==> config.mk <==
export PLATFORM = sky130hd
export DESIGN_NAME = wb_stage_pipe
export DESIGN_NICKNAME = d
export VERILOG_FILES = /design/src/rtl/wb_pkg.sv /design/src/rtl/load_align.sv /design/src/rtl/wb_stage_pipe.sv
export SDC_FILE = /design/constraint.sdc
export NUM_CORES = 1
export LEC_CHECK = 0
export BUFFER_PORTS_ARGS = -buffer_cell sky130_fd_sc_hd__buf_2
export CORE_MARGIN = 5
export CORE_UTILIZATION = 45
export CTS_BUF_LIST = sky130_fd_sc_hd__clkbuf_4 sky130_fd_sc_hd__clkbuf_8
export DETAILED_ROUTE_END_ITERATION = 12
export PLACE_DENSITY_LB_ADDON = 0.1
export SETUP_SLACK_MARGIN = 0.2
export SLEW_MARGIN = 20
export SYNTH_ARGS = -nofsm -noshare
export SYNTH_HDL_FRONTEND = slang
export SYNTH_HIERARCHICAL = 1
export SYNTH_SLANG_ARGS = --single-unit
==> constraint.sdc <==
create_clock -name clk_i -period 3.5 [get_ports clk_i]
set_input_delay 0.525 -clock clk_i [delete_from_list [all_inputs] [get_ports clk_i]]
set_output_delay 0.525 -clock clk_i [all_outputs]
set_load 0.05 [all_outputs]
==> src/rtl/wb_pkg.sv <==
// rtl/wb_pkg.sv - shared load-type codes, MEM/WB control struct and width check for wb_stage_pipe
package wb_pkg;

    localparam logic [2:0] LT_LB  = 3'b000;
    localparam logic [2:0] LT_LH  = 3'b001;
    localparam logic [2:0] LT_LW  = 3'b010;
    localparam logic [2:0] LT_LD  = 3'b011;
    localparam logic [2:0] LT_LBU = 3'b100;
    localparam logic [2:0] LT_LHU = 3'b101;
    localparam logic [2:0] LT_LWU = 3'b110;

    // Width-independent control half of the MEM/WB register.
    typedef struct packed {
        logic       valid;
        logic       reg_write;
        logic       mem_to_reg;
        logic [2:0] load_type;
    } wb_ctrl_t;

    // Only 32- and 64-bit datapaths are supported.
    function automatic bit data_w_legal(int w);
        return (w == 32) || (w == 64);
    endfunction

endpackage

==> src/rtl/load_align.sv <==
// rtl/load_align.sv - selects and sign/zero-extends a sub-word load from a raw memory word
module load_align
    import wb_pkg::*;
#(
    parameter int DATA_W = 32,
    parameter int OFF_W  = $clog2(DATA_W/8)
) (
    input  logic [DATA_W-1:0] raw,
    input  logic [OFF_W-1:0]  off,
    input  logic [2:0]        load_type,
    output logic [DATA_W-1:0] data
);

    logic [OFF_W-1:0] off_h;
    logic [OFF_W-1:0] off_w;
    logic [7:0]       b;
    logic [15:0]      h;
    logic [31:0]      w;

    // Halfword and word accesses ignore the offset bits below their natural alignment.
    always_comb begin
        off_h      = off;
        off_h[0]   = 1'b0;
        off_w      = off;
        off_w[1:0] = 2'b00;
        b = 8'(raw >> {off, 3'b000});
        h = 16'(raw >> {off_h, 3'b000});
        w = 32'(raw >> {off_w, 3'b000});
    end

    // Extend the selected field; codes not valid for this width return zero.
    always_comb begin
        data = '0;
        case (load_type)
            LT_LB:   data = DATA_W'($signed(b));
            LT_LH:   data = DATA_W'($signed(h));
            LT_LW:   data = DATA_W'($signed(w));
            LT_LBU:  data = DATA_W'(b);
            LT_LHU:  data = DATA_W'(h);
            LT_LD:   data = (DATA_W == 64) ? raw : '0;
            LT_LWU:  data = (DATA_W == 64) ? DATA_W'(w) : '0;
            default: data = '0;
        endcase
    end

endmodule

==> src/rtl/wb_stage_pipe.sv <==
// rtl/wb_stage_pipe.sv - registered write-back stage with retire counter; optional WB_BYPASS_EN bypass
module wb_stage_pipe
    import wb_pkg::*;
#(
    parameter int DATA_W = 32,
    parameter int REG_AW = 5,
    parameter int CNT_W  = 32,
    localparam int OFF_W = $clog2(DATA_W/8)
) (
    input  logic              clk_i,
    input  logic              rst_i,
    input  logic              stall_i,
    input  logic              flush_i,
    input  logic              valid_i,
    input  logic              RegWrite_i,
    input  logic              MemToReg_i,
    input  logic [2:0]        LoadType_i,
    input  logic [OFF_W-1:0]  ByteOff_i,
    input  logic [DATA_W-1:0] ReadData_i,
    input  logic [DATA_W-1:0] ALUdata_i,
    input  logic [REG_AW-1:0] RegAddr_i,
`ifdef WB_BYPASS_EN
    input  logic [REG_AW-1:0] rs1_addr_i,
    input  logic [REG_AW-1:0] rs2_addr_i,
    input  logic [DATA_W-1:0] rs1_data_i,
    input  logic [DATA_W-1:0] rs2_data_i,
    output logic [DATA_W-1:0] rs1_data_o,
    output logic [DATA_W-1:0] rs2_data_o,
`endif
    output logic              valid_o,
    output logic              RegWrite_o,
    output logic [REG_AW-1:0] RegAddr_o,
    output logic [DATA_W-1:0] RegData_o,
    output logic [CNT_W-1:0]  retire_cnt_o
);

    if (!data_w_legal(DATA_W)) begin : g_bad_data_w
        $error("wb_stage_pipe: DATA_W must be 32 or 64");
    end

    wb_ctrl_t          ctrl_q;
    logic [OFF_W-1:0]  byte_off_q;
    logic [DATA_W-1:0] read_data_q;
    logic [DATA_W-1:0] alu_q;
    logic [REG_AW-1:0] addr_q;
    logic [CNT_W-1:0]  cnt_q;
    logic [DATA_W-1:0] load_data;
    logic              retire;

    // MEM/WB register: reset clears everything, flush only kills the slot, stall holds.
    always_ff @(posedge clk_i) begin
        if (rst_i) begin
            ctrl_q      <= '0;
            byte_off_q  <= '0;
            read_data_q <= '0;
            alu_q       <= '0;
            addr_q      <= '0;
        end else if (flush_i) begin
            ctrl_q.valid <= 1'b0;
        end else if (!stall_i) begin
            ctrl_q.valid      <= valid_i;
            ctrl_q.reg_write  <= RegWrite_i;
            ctrl_q.mem_to_reg <= MemToReg_i;
            ctrl_q.load_type  <= LoadType_i;
            byte_off_q        <= ByteOff_i;
            read_data_q       <= ReadData_i;
            alu_q             <= ALUdata_i;
            addr_q            <= RegAddr_i;
        end
    end

    // A held instruction retires in the first cycle it is not stalled.
    assign retire = ctrl_q.valid & ~stall_i;

    // Retire counter wraps naturally at its width.
    always_ff @(posedge clk_i) begin
        if (rst_i) begin
            cnt_q <= '0;
        end else if (retire) begin
            cnt_q <= cnt_q + 1'b1;
        end
    end

    load_align #(
        .DATA_W (DATA_W),
        .OFF_W  (OFF_W)
    ) u_load_align (
        .raw       (read_data_q),
        .off       (byte_off_q),
        .load_type (ctrl_q.load_type),
        .data      (load_data)
    );

    // Register-file write port; x0 is never written and a stalled slot never writes.
    always_comb begin
        valid_o      = ctrl_q.valid;
        RegWrite_o   = ctrl_q.valid & ctrl_q.reg_write & (addr_q != '0) & ~stall_i;
        RegAddr_o    = addr_q;
        RegData_o    = ctrl_q.mem_to_reg ? load_data : alu_q;
        retire_cnt_o = cnt_q;
    end

`ifdef WB_BYPASS_EN
    // Same-cycle forwarding of the value being written; RegWrite_o already excludes x0.
    always_comb begin
        rs1_data_o = rs1_data_i;
        rs2_data_o = rs2_data_i;
        if (RegWrite_o && (rs1_addr_i == RegAddr_o) && (rs1_addr_i != '0)) begin
            rs1_data_o = RegData_o;
        end
        if (RegWrite_o && (rs2_addr_i == RegAddr_o) && (rs2_addr_i != '0)) begin
            rs2_data_o = RegData_o;
        end
    end
`endif

endmodule

==> results.sh <==
export IMPL_outcome="complete, no violations"
export IMPL_fmax_mhz=316
export IMPL_first_iter_violations=303
export IMPL_worst_pin_slew_ns=1.02
export IMPL_p_sw_share_pct=27.1
export IMPL_drv_cap=0
export IMPL_worstPathRequired_ns=2.97
export IMPL_die_h_um=120
export IMPL_routed_via_count=5123
export IMPL_synth_main_ff_cell="dfxtp_1"
export IMPL_synthMuxAreaShare_pct=12.7
export IMPL_yosysWarnings=6
export IMPL_p_total_mw=2.51
export IMPL_ios=152
export IMPL_start_util_pct=45.5
export IMPL_place_gp_congestion=0.853
export IMPL_synthArstFlopShare_pct=0
export IMPL_cts_tree="done"
export IMPL_wl_per_cell_um=17.0
export IMPL_yosys_area_top_type="dfxtp_1"
export IMPL_die_area_um2=14400
export IMPL_antenna_found_initial=1
export IMPL_fin_setup_tns_ns=0
export IMPL_cts_buffers=9
export IMPL_layout_commonest_cell="nand2_1"
export IMPL_setup_viol=0
export IMPL_power_switching_mw=0.681
export IMPL_arrival_ns=2.64
export IMPL_dp_slack_ns=0.692
export IMPL_p_clk_share_pct=32.8
export IMPL_via_per_inst=5.53
export IMPL_peakVddDrop_uv=298
export IMPL_drt_wl_total_um=15800
export IMPL_area_growth_synth_to_final_pct=17.3
export IMPL_synth_cell_type_count=46
export IMPL_cp_end_kind="output pin"
export IMPL_syn_instance_count=663
export IMPL_synth_nets=745
export IMPL_drt_pass1_iter_count=5
export IMPL_final_cells=927
export IMPL_avgSynthCellArea_um2=8.18
export IMPL_final_period_utilization_pct=90.4
export IMPL_synth_xor_area_share_pct=1.61
export IMPL_syn_area_um2=5430
export IMPL_grt_pass1_wl_um=24600
export IMPL_coreArea_um2=11900
export IMPL_seq_area_frac_synth_pct=40.2
export IMPL_setup_ws_ns=0.335
export IMPL_synth_top_family_by_area="simple AND/OR/NAND/NOR gates"
export IMPL_synth_top_area_share_pct=40.2
export IMPL_drive_gt1_share_pct=30.9
export IMPL_leakage_nw=2.66
export IMPL_holdCritPathClass="in -> reg"
export IMPL_dpl_cell_count=912
export IMPL_htree_levels=3
export IMPL_grt_pass1_vias=4826
export IMPL_cp_slowest_stage_delay_ns=0.71
export IMPL_synth_edf_count=0
export IMPL_io_buffers=151
export IMPL_post_dp_hpwl_um=11000
export IMPL_slowest_stage="nor2b_1"
export IMPL_crit_chain="nor2b_1 > nand3b_4 > o211ai_1 > mux2_2 > buf_2"
export IMPL_cts_max_path_buffers=2
export IMPL_powerDensity_nw_per_um2=394
export IMPL_netlist_top_cells_area="dfxtp_1, nand2_1, mux2_2, a21oi_1, nand3_1"
export IMPL_mostFrequentLayoutCells="nand2_1, buf_2, dfxtp_1"
export IMPL_layout_nets=860
export IMPL_cts_root_buf="clkbuf_8"
export IMPL_clock_sinks=109
export IMPL_ys_ff_latch=109
export IMPL_yosys_area_share_simple_pct=22.6
export IMPL_path_max_fanout=21
export IMPL_ctsHoldBuffers=0
export IMPL_rsz0062_at_grt="yes"
export IMPL_ant_nets=0
export IMPL_clkTransAtPathRegs_ns=0.09
export IMPL_clk_latency_ns=0.38
export IMPL_crit_type="reg -> out"
export IMPL_crit_path_start_kind="flip-flop"
export IMPL_fp_dieW_um=120
export IMPL_fin_skew_ns=0.0111
export IMPL_antennaDiodeCount=0
export IMPL_synth_compound_area_share_pct=16.7
export IMPL_hold_viol_final=0
export IMPL_max_slew_margin_pct=32.0
export IMPL_fp_row_count=40
export IMPL_grt_overflow=0
export IMPL_synth_adder_area_share_pct=0.231
export IMPL_pwr_share_comb_pct=14.7
export IMPL_intPower_mw=1.83
export IMPL_slew_violations=0
export IMPL_grt_total_usage_pct=21.1
export IMPL_drc=0
export IMPL_grt_max_degree=95
export IMPL_p_seq_share_pct=52.5
export IMPL_fin_crit_ns=3.16
export IMPL_rrSetupSlack_ns=1.13
-- synth_stat cells, drive strengths merged, types with 4 or more instances --
master and count:
nand2 169, dfxtp 109, a21oi 94, mux2 53, clkbuf 33, nand3 27, buf 22, nor2 17
or4 17, o211ai 16, o31ai 15, o21ai 12, a22oi 10, mux2i 9, nand4 8, xor2 8
o22ai 7, inv 6, nor2b 6, or3 4
-- cell type report --
class / instances / area (µm²)
clock inverters: 2 / 60.1
fillers: 1184 / 5550
well taps: 147 / 184
flip-flops and latches: 109 / 2180
clock buffers: 11 / 145
inverters: 6 / 22.5
multi-input cells: 494 / 2950
repair buffers: 158 / 823
-- what timing repair did --
item,CTS,global route
resized for setup,0,1
endpoints found under the setup margin,0,25
buffers inserted,0,1
-- cell families (layout without fill, tap and decap cells) --
group | count (synthesis) | in the layout
multiplexers | 62 | 62
buffers and inverters | 61 | 177
AO/OA/AOI/OAI | 155 | 156
AND/OR/NAND/NOR | 265 | 265
adder cells (fa/ha/maj) | 1 | 1
flip-flops | 109 | 109
XOR/XNOR | 10 | 10
-- state kept, by name, summed over array words and instances (netlist names) --
register / count
alu_q: 32
read_data_q: 32
retire_cnt_o: 32
RegAddr_o: 5
ctrl_q: 5
byte_off_q: 2
valid_o: 1
-- final timing paths --
check	start	to	cells after the start
hold reg to reg	alu_q[3]$_SDFFE_PP0P_	alu_q[3]$_SDFFE_PP0P_	2
hold / removal	flush_i	valid_o$_SDFFE_PP0N_	2
setup / recovery	ctrl_q[1]$_SDFFE_PP0P_	RegData_o[20]	5
setup reg to reg	retire_cnt_o[2]$_SDFFE_PP0P_	retire_cnt_o[15]$_SDFFE_PP0P_	4
-- per-stage QoR --
step	cell area, µm²	hold slack, ns	utilization, %
2_1_floorplan	5430	0.433	-
3_3_place_gp	6120	0.442	51.4
3_5_place_dp	6120	0.445	51.4
4_1_cts	6330	0.352	53.1
5_1_grt	6370	0.351	53.4
6_report	6370	0.378	53.4
-- power by group through the flow --
stage	clock network [mW]	registers, mW	logic, mW
2_1_floorplan	0	1.34	0.259
4_1_cts	0.848	1.32	0.362
3_5_place_dp	0	1.35	0.361
6_report	0.824	1.32	0.368
5_1_grt	0.894	1.32	0.398
3_3_place_gp	0	1.35	0.354
-- worst max-delay path, delay by kind of cell (launching register included) --
family,cells,cell delay (ns)
AOI/OAI and AO/OA,1,0.22
buffers and inverters,1,0.25
DFF,1,0.51
muxes,1,0.19
and+or+nand+nor,2,1.08
-- layer usage --
layer	GRT usage, %	up-vias	wire length [µm]
met5	0	-	11
met4	4.29	2	125
met3	6.46	11	1140
met2	33.2	160	7330
met1	28.7	2402	7150
li1	-	2548	-
(Power assumes the default switching activity.)
